[src/rtl/vrf_read_pkg.sv]
// Shared types and constants for the VRF read-group sequencer and its credit counter.
package vrf_read_pkg;

  localparam int VRF_READ_QUEUE_DEPTH = 4;

  typedef enum logic [1:0] {
    IDLE,
    ISSUE,
    DRAIN
  } seq_state_e;

  typedef struct packed {
    logic [4:0] vs;
    logic [4:0] offset;
    logic [3:0] group_index;
    logic [3:0] read_source;
    logic [2:0] instruction_index;
  } vrf_read_req_t;

  // Treating {vs, offset} as one 10-bit position makes the offset carry into vs for free.
  function automatic logic [9:0] nextPosition(input logic [4:0] vs, input logic [4:0] offset);
    return {vs, offset} + 10'd1;
  endfunction

endpackage

[src/rtl/vrf_read_credit_counter.sv]
// Up/down counter of read requests in flight; full when no further request may be issued.
module vrf_read_credit_counter
  import vrf_read_pkg::*;
#(
  parameter int MAX_OUTSTANDING = VRF_READ_QUEUE_DEPTH,
  parameter int CNT_W           = 3
) (
  input  logic clock,
  input  logic reset,
  input  logic i_inc,
  input  logic i_dec,
  output logic o_full
);

  logic [CNT_W-1:0] r_count;

  // Simultaneous inc and dec cancel; the guards keep the count inside 0..MAX_OUTSTANDING.
  always_ff @(posedge clock) begin
    if (reset) begin
      r_count <= '0;
    end else if (i_inc && !i_dec && !o_full) begin
      r_count <= r_count + 1'b1;
    end else if (i_dec && !i_inc && (r_count != '0)) begin
      r_count <= r_count - 1'b1;
    end
  end

  assign o_full = (r_count == CNT_W'(MAX_OUTSTANDING));

endmodule

[src/rtl/vrf_read_group_sequencer.sv]
// Expands one group read command into consecutive VRF read requests and forwards the
// returned words, tagging the final one and pulsing done once the command completes.
module vrf_read_group_sequencer
  import vrf_read_pkg::*;
#(
  parameter int MAX_OUTSTANDING = VRF_READ_QUEUE_DEPTH,
  parameter int CNT_W           = 3
) (
  input  logic        clock,
  input  logic        reset,
  input  logic        cmd_valid,
  output logic        cmd_ready,
  input  logic [4:0]  cmd_vs,
  input  logic [4:0]  cmd_offset,
  input  logic [4:0]  cmd_len,
  input  logic [3:0]  cmd_group_index,
  input  logic [3:0]  cmd_read_source,
  input  logic [2:0]  cmd_instruction_index,
  output logic        req_valid,
  input  logic        req_ready,
  output logic [4:0]  req_vs,
  output logic [4:0]  req_offset,
  output logic [3:0]  req_group_index,
  output logic [3:0]  req_read_source,
  output logic [2:0]  req_instruction_index,
  input  logic        data_valid,
  output logic        data_ready,
  input  logic [31:0] data_bits,
  output logic        result_valid,
  input  logic        result_ready,
  output logic [31:0] result_bits,
  output logic        result_last,
  output logic        done
);

  seq_state_e    r_state;
  seq_state_e    w_nextState;
  vrf_read_req_t r_req;
  logic [4:0]    r_len;
  logic [5:0]    r_issued;
  logic [5:0]    r_returned;
  logic          r_done;
  logic          w_full;
  logic          w_cmdFire;
  logic          w_reqFire;
  logic          w_dataFire;
  logic          w_lastFire;

  assign w_cmdFire  = cmd_valid && cmd_ready;
  assign w_reqFire  = req_valid && req_ready;
  assign w_dataFire = data_valid && data_ready;
  assign w_lastFire = w_dataFire && result_last;

  vrf_read_credit_counter #(
    .MAX_OUTSTANDING(MAX_OUTSTANDING),
    .CNT_W          (CNT_W)
  ) u_credit (
    .clock (clock),
    .reset (reset),
    .i_inc (w_reqFire),
    .i_dec (w_dataFire),
    .o_full(w_full)
  );

  always_ff @(posedge clock) begin
    if (reset) begin
      r_state <= IDLE;
    end else begin
      r_state <= w_nextState;
    end
  end

  // Completion is only ever seen in DRAIN: the last word cannot return before its request issues.
  always_comb begin
    w_nextState = r_state;
    case (r_state)
      IDLE: begin
        if (cmd_valid) w_nextState = ISSUE;
      end
      ISSUE: begin
        if (w_reqFire && (r_issued == {1'b0, r_len})) w_nextState = DRAIN;
      end
      DRAIN: begin
        if (w_lastFire) w_nextState = IDLE;
      end
      default: w_nextState = IDLE;
    endcase
  end

  // req_valid depends only on state and credits, never on req_ready.
  always_comb begin
    cmd_ready    = 1'b0;
    req_valid    = 1'b0;
    data_ready   = 1'b0;
    result_valid = 1'b0;
    result_last  = 1'b0;
    case (r_state)
      IDLE: begin
        cmd_ready = 1'b1;
      end
      ISSUE: begin
        req_valid    = !w_full;
        data_ready   = result_ready;
        result_valid = data_valid;
        result_last  = (r_returned == {1'b0, r_len});
      end
      DRAIN: begin
        data_ready   = result_ready;
        result_valid = data_valid;
        result_last  = (r_returned == {1'b0, r_len});
      end
      default: ;
    endcase
  end

  always_ff @(posedge clock) begin
    if (reset) begin
      r_req      <= '0;
      r_len      <= '0;
      r_issued   <= '0;
      r_returned <= '0;
      r_done     <= 1'b0;
    end else begin
      r_done <= w_lastFire;
      if (w_cmdFire) begin
        r_req.vs                <= cmd_vs;
        r_req.offset            <= cmd_offset;
        r_req.group_index       <= cmd_group_index;
        r_req.read_source       <= cmd_read_source;
        r_req.instruction_index <= cmd_instruction_index;
        r_len                   <= cmd_len;
        r_issued                <= '0;
        r_returned              <= '0;
      end else begin
        if (w_reqFire) begin
          {r_req.vs, r_req.offset} <= nextPosition(r_req.vs, r_req.offset);
          r_issued                 <= r_issued + 6'd1;
        end
        if (w_dataFire) begin
          r_returned <= r_returned + 6'd1;
        end
      end
    end
  end

  assign req_vs                = r_req.vs;
  assign req_offset            = r_req.offset;
  assign req_group_index       = r_req.group_index;
  assign req_read_source       = r_req.read_source;
  assign req_instruction_index = r_req.instruction_index;
  assign result_bits           = data_bits;
  assign done                  = r_done;

endmodule

[config.mk]
export PLATFORM = sky130hd
export DESIGN_NAME = vrf_read_group_sequencer
export DESIGN_NICKNAME = d
export VERILOG_FILES = /design/src/rtl/vrf_read_pkg.sv /design/src/rtl/vrf_read_credit_counter.sv /design/src/rtl/vrf_read_group_sequencer.sv
export SDC_FILE = /design/constraint.sdc
export NUM_CORES = 1
export LEC_CHECK = 0
export BUFFER_PORTS_ARGS = -buffer_cell sky130_fd_sc_hd__buf_2
export CAP_MARGIN = 5
export CORE_ASPECT_RATIO = 0.7
export CORE_MARGIN = 2
export CORE_UTILIZATION = 41
export CTS_CLUSTER_DIAMETER = 50
export DETAILED_ROUTE_END_ITERATION = 8
export PLACE_DENSITY = 0.74
export SLEW_MARGIN = 20
export SYNTH_ARGS = -nofsm -noshare
export SYNTH_HDL_FRONTEND = slang
export SYNTH_SLANG_ARGS = --single-unit
export TNS_END_PERCENT = 5
[constraint.sdc]
create_clock -name clock -period 2.2 [get_ports clock]
set_input_delay 0.44 -clock clock [delete_from_list [all_inputs] [get_ports clock]]
set_output_delay 0.44 -clock clock [all_outputs]
set_load 0.03 [all_outputs]
* After elaboration in Yosys (flattened, before gate mapping) *
Cells that the tools add are included.

storage, ports and cells
  memory bits (writable) = 0
  flip-flop bits (word level) = 44
  input bits = 64
  latch bits = 0
  ROM bits = 0
  word-level logic and storage cells = 56
  output and inout port bits = 59
  memories kept = 0

operators by class
  mux-type cells = 13
  bitwise operators = 0
  add/sub/neg operators = 5
  eq/ne operators = 8
  magnitude comparators = 0
  reductions and logical operators = 19
  $mul = 0
  div/mod/pow operators = 0
  shift-type cells = 0

operators by type and width
  operator                 number
  $mux W10                 2
  $add A6 B1 Y6 const B    2
  $eq A6 B5 Y1             2
  $add A10 B1 Y10 const B  1
  $logic_and A1 B1 Y1      9
  $mux W2                  3
  $mux W3                  2
  $ne A2 B2 Y1 const B     3
  $pmux W2 S3              1
  $mux W1                  5
  $reduce_bool A2 Y1       2
  $reduce_or A2 Y1         2
  $add A3 B1 Y3 const B    1
  $eq A3 B3 Y1 const B     1
  $logic_not A1 Y1         3
  $reduce_and A3 Y1        1
  $reduce_bool A3 Y1       1
  $sub A3 B1 Y3 const B    1
  $eq A2 B1 Y1 const B     1
  $eq A2 B2 Y1 const B     1
  $logic_not A2 Y1         1

* Depth between registers and ports, before layout *
  word-level depth = 9
  depth in mapped cells = 10
  mapped depth without buffers = 9

* Hierarchy *
Synthesis repeated with hierarchy kept, for this count alone.

unflattened totals
  cells, all modules = 278
  area, all modules = 2344.7 um^2

by module, submodules not included
  module                    area each (um^2)  cells an instance  times used  seq. area each (um^2)
  vrf_read_group_sequencer  2129.5            256                1           820.8
  vrf_read_credit_counter   215.2             22                 1           60.1

* Worst setup path after synthesis *
Ideal clock, no wire load.

  path type = reg-to-reg
  from = register r_state[0]
  to = register u_credit.r_count[2]
  data arrival time = 2.369 ns
  path buffers = 1
  setup time = 0.086 ns
  setup slack = -0.255 ns
  required time = 2.114 ns
  stages on the path, launching flop included = 11
  clock period less this slack = 2.455 ns
  cells stage by stage = dfxtp_1 > inv_1 > ha_1 > and3_1 > clkbuf_1 > nor3_1 > inv_1 > fa_1 > nor3_1 > a211oi_1 > a211oi_1

between the ends
  longest elaborated chain between the ends = 8
  elaborated cells between the ends (all ways) = 15
  classes of those cells = eq/ne (2); mux (3); reduce/logical (10)

ends and longest elaborated chain
  what                                           line                            text
  start: declaration                             vrf_read_group_sequencer.sv:36  seq_state_e r_state;
  start signal: assignment                       vrf_read_group_sequencer.sv:69  r_state <= w_nextState;
  $eq A2 B2 Y1 or $eq A2 B1 Y1 (tied branches)   vrf_read_group_sequencer.sv:97  case (r_state)
  $reduce_or A2 Y1 (no line)                     -
  $mux W1                                        vrf_read_group_sequencer.sv:97
  $logic_and A1 B1 Y1                            vrf_read_group_sequencer.sv:51  assign w_dataFire = data_valid && data_ready;
  $logic_not A1 Y1                               vrf_read_credit_counter.sv:21   end else if (i_inc && !i_dec && !o_full) begin
  $logic_and A1 B1 Y1 (2 in series)              vrf_read_credit_counter.sv:21
  $mux W3 or $reduce_bool A2 Y1 (tied branches)  -
  end signal: assignment                         vrf_read_credit_counter.sv:22   r_count <= r_count + 1'b1;
  end signal: assignment                         vrf_read_credit_counter.sv:24   r_count <= r_count - 1'b1;
  end: declaration                               vrf_read_credit_counter.sv:15   logic [CNT_W-1:0] r_count;

Parallel ways exist; a longest one is shown, timed or not.
A chain may end at the register's enable or synchronous reset.

* Final worst setup path *
  from = register r_state[1]
  to = output port result_last

between the ends
  longest elaborated chain between the ends = 3
  elaborated cells between the ends (all ways) = 4
  classes of those cells = eq/ne (2); mux (1); reduce/logical (1)

ends and longest elaborated chain
  what                                          line                            text
  $eq A2 B2 Y1 or $eq A2 B1 Y1 (tied branches)  vrf_read_group_sequencer.sv:97
  $reduce_or A2 Y1 (no line) (*)                -
  $mux W1 (*)                                   -
  end: declaration                              vrf_read_group_sequencer.sv:32  output logic result_last,

Mark *: on every way between the ends. The rest lies on a longest branch, timed or not.

==> metrics.md <==
| Metric | Value |
|---|---|
| FF-to-FF path depth | `8` |
| Pre-CTS setup slack | `53.5 ps` |
| Top FF cell, synth | `dfxtp_1` |
| Largest cells by area after synthesis | `dfxtp_1 (38%), buf_4 (10%), nand2_1 (7.5%)` |
| Setup ws final | `156 ps` |
| Worst-Skew Late Latency | `roughly 290 ps` |
| Routability congestion estimate | `0.800` |
| Buffers on Ports | `58` |
| Peak Freq | `just under 500 MHz` |
| Clock H-tree levels | `2` |
| Crit path required time | `1760 ps` |
| R2r setup slk | `approximately 220 ps` |
| Die width | `94.2 um` |
| GRT Util Overall | `16.3%` |
| Mapped cell area | `0.00234 mm^2` |
| Worst hold path stage count | `3` |
| CTS Root Cell | `clkbuf_8` |
| Die area | `between 0.006 and 0.007 mm^2` |
| Area of the multi-input gates | `0.00119 mm^2` |
| Remaining DRCs | `0` |
| Syn avg cell area | `~8 um^2` |
| Fin nets | `386` |
| Slew at the pin closest to its max-slew limit | `648 ps` |
| Drt total wl | `4.89 mm` |
| Vias | `between 1500 and 2000` |
| Period utilization | `92.9%` |
| Setup CP Type | `reg2out` |
| Seq/Total Area, Yosys | `37.7%` |
| First-pass GRT wire length | `8.22 mm` |
| Fin. max-slew vios | `0` |
| Unrepaired setup endpoints after global routing | `no` |
| Initial DRT Pass Iterations | `4` |
| Setup-failing EPs final | `0` |
| Area growth, synth to finish | `12.5%` |
| Ys Warns | `0` |
| Initial DRC Count | `around 120` |
| Fraction of registers with async set/reset | `0%` |
| Clock-pin slew on the worst setup and hold paths | `80 ps` |
| Post-synth net total | `357` |
| Dpl hpwl | `3.57 mm` |
| Vias per std cell | `5.05` |
| Status | `finished clean` |
| FP Rows | `22` |
| Crit path time final | `2040 ps` |
| Initial antenna violation count | `0` |
| Share of the synthesized area in the top cell type | `a little under two fifths` |
| Synth Instances | `285` |
| CTS buffer count | `5` |
| Worst min path class | `in2reg` |
| Routed len/inst | `12.6 um` |
| Final TNS setup | `0 ps` |
| Worst R2R End | `u_credit.r_count[1]` |
| Most common cell in the netlist | `nand2_1` |
| Number of global-route vias before repair | `1854` |
| Clock skew | `4.75 ps` |
| Hold EP | `req_read_source[3]` |
| Antenna Nets Post-Route | `0` |
| Register Area | `883 um^2` |
| Startpoint Class | `flip-flop` |
| EDFF count, synth | `0` |
| Clk sinks | `44` |
| Die Height | `67.2 um` |
| Synth top cells by count | `nand2_1 (47), dfxtp_1 (44), buf_4 (32)` |
| Longest Clk Path Bufs | `2` |
| Fill cells | `528` |
| Leakage | `1.11 nW` |
| CTS tree | `yes` |
| Top-Level Pins | `123` |
| CP arrival | `1600 ps` |
| Share of layout cells above drive strength 1 | `27.9%` |
| MaxCap Viol Count | `0` |
| CP max FO | `5` |
| Starting Density | `43.5%` |
| Pin count of the biggest net entering global routing | `34` |
| Yosys cell types | `34` |
| Largest area contributor in the netlist | `dfxtp_1` |
| Remaining Overflow, GRT | `0` |
| Post-synthesis register bit count | `44` |
| Power Density | `~860 mW/mm^2` |
| Start point of the worst hold path | `cmd_read_source[3]` |
| Final hold viol count | `0` |
| Worst r2r src | `r_state[0]` |
| Hold-fix buffers, CTS | `0` |
| Core area | `0.00537 mm^2` |
| Rel. slew slack | `56.7%` |
| Critical Path End Type | `output port` |
| Final Util | `49.0%` |
| Peak supply drop | `0.547 mV` |
| Antenna Cells | `0` |
==> layout make-up <==
class / instances / share of cell area (%)
timing repair buffer: 65 / 13.1
inverter: 6 / 0.856
sequential: 44 / 33.6
multi-input combinational: 192 / 45.3
clock inverter: 2 / 0.571
tap: 72 / 3.43
clock buffer: 6 / 3.14
==> per-stage QoR <==
stage / std cells / instance area, um^2 / hold slack [ps] / power (W)
2_1_floorplan: 285 / 2350 / 458 / 0.00162
3_3_place_gp: 379 / 2500 / 438 / 0.00170
6_report: 387 / 2630 / 374 / 0.00227
5_1_grt: 387 / 2630 / 377 / 0.00241
4_1_cts: 387 / 2620 / 366 / 0.00228
3_5_place_dp: 379 / 2500 / 445 / 0.00172
==> cell usage in the layout (no fill, tap or decap), types with 3 or more instances in the layout <==
| master | netlist | routed |
|---|---|---|
| dfxtp_1 | 44 | 42 |
| xor2_1 | 15 | 15 |
| nand4_1 | 6 | 6 |
| o21ai_0 | 3 | 3 |
| xnor2_1 | 13 | 13 |
| a21oi_1 | 20 | 20 |
| buf_4 | 32 | 8 |
| nand2b_1 | 3 | 3 |
| and2_1 | 3 | 3 |
| clkbuf_8 | 0 | 6 |
| nand2_1 | 47 | 46 |
| a211oi_1 | 13 | 13 |
| and3_1 | 3 | 3 |
| inv_1 | 6 | 4 |
| nand3_1 | 9 | 9 |
| ha_1 | 7 | 5 |
| buf_2 | 0 | 57 |
| nor3_1 | 6 | 4 |
| nor2_1 | 26 | 26 |
==> power breakdown <==
group | switching (W) | internal, W
Clock | 0.000277 | 0.000254
Sequential | 0.0000905 | 0.000884
Combinational | 0.000476 | 0.000288
==> what timing repair did <==
item	in CTS	in global routing
gates resized for setup	4	6
setup endpoints to repair	1	5
pin swaps	0	2
hold endpoints to repair	0	0
setup buffers	0	0
==> worst max-delay path, stage by stage (launching register included) <==
cell	delay, ps
dfxtp_2	360
inv_2	60
ha_4	280
nor2b_2	170
nand3_1	110
nor3_2	150
buf_4	190
==> per-layer routing <==
layer	track usage, %	wire, um	vias to the layer above
li1	-	-	983
met3	5.13	299	15
met5	0	0	-
met4	6.34	87	0
met2	26.9	2270	52
met1	20.2	2240	904
==> cells by family after synthesis <==
kind of cell / count (synthesis) / share of synthesized area [%]
flip-flops: 44 / 37.7
AO/OA/AOI/OAI: 44 / 12.1
multiplexers: 1 / 0.428
adder cells (fa/ha/maj): 8 / 4.60
XOR/XNOR: 28 / 10.5
AND/OR/NAND/NOR: 111 / 21.7
buffers and inverters: 49 / 13.0
==> sequential cells by signal, summed over array words and instances (netlist names) <==
name                   count
r_len                      5
req_read_source            4
r_state                    2
r_issued                   6
r_returned                 6
u_credit.r_count           3
req_vs                     5
req_instruction_index      3
req_group_index            4
req_offset                 5
done                       1
==> how the worst max path moves through the flow <==
stage / start / endpoint / depth (start not counted)
floorplan: r_state[0] / u_credit.r_count[2] / 10
global placement: r_state[0] / u_credit.r_count[2] / 9
detailed placement: r_state[0] / u_credit.r_count[2] / 9
CTS: r_state[0] / result_last / 6
global route: r_state[0] / u_credit.r_count[2] / 9
finish: r_state[1] / result_last / 6
No activity file was read; power rests on OpenSTA's default activity.
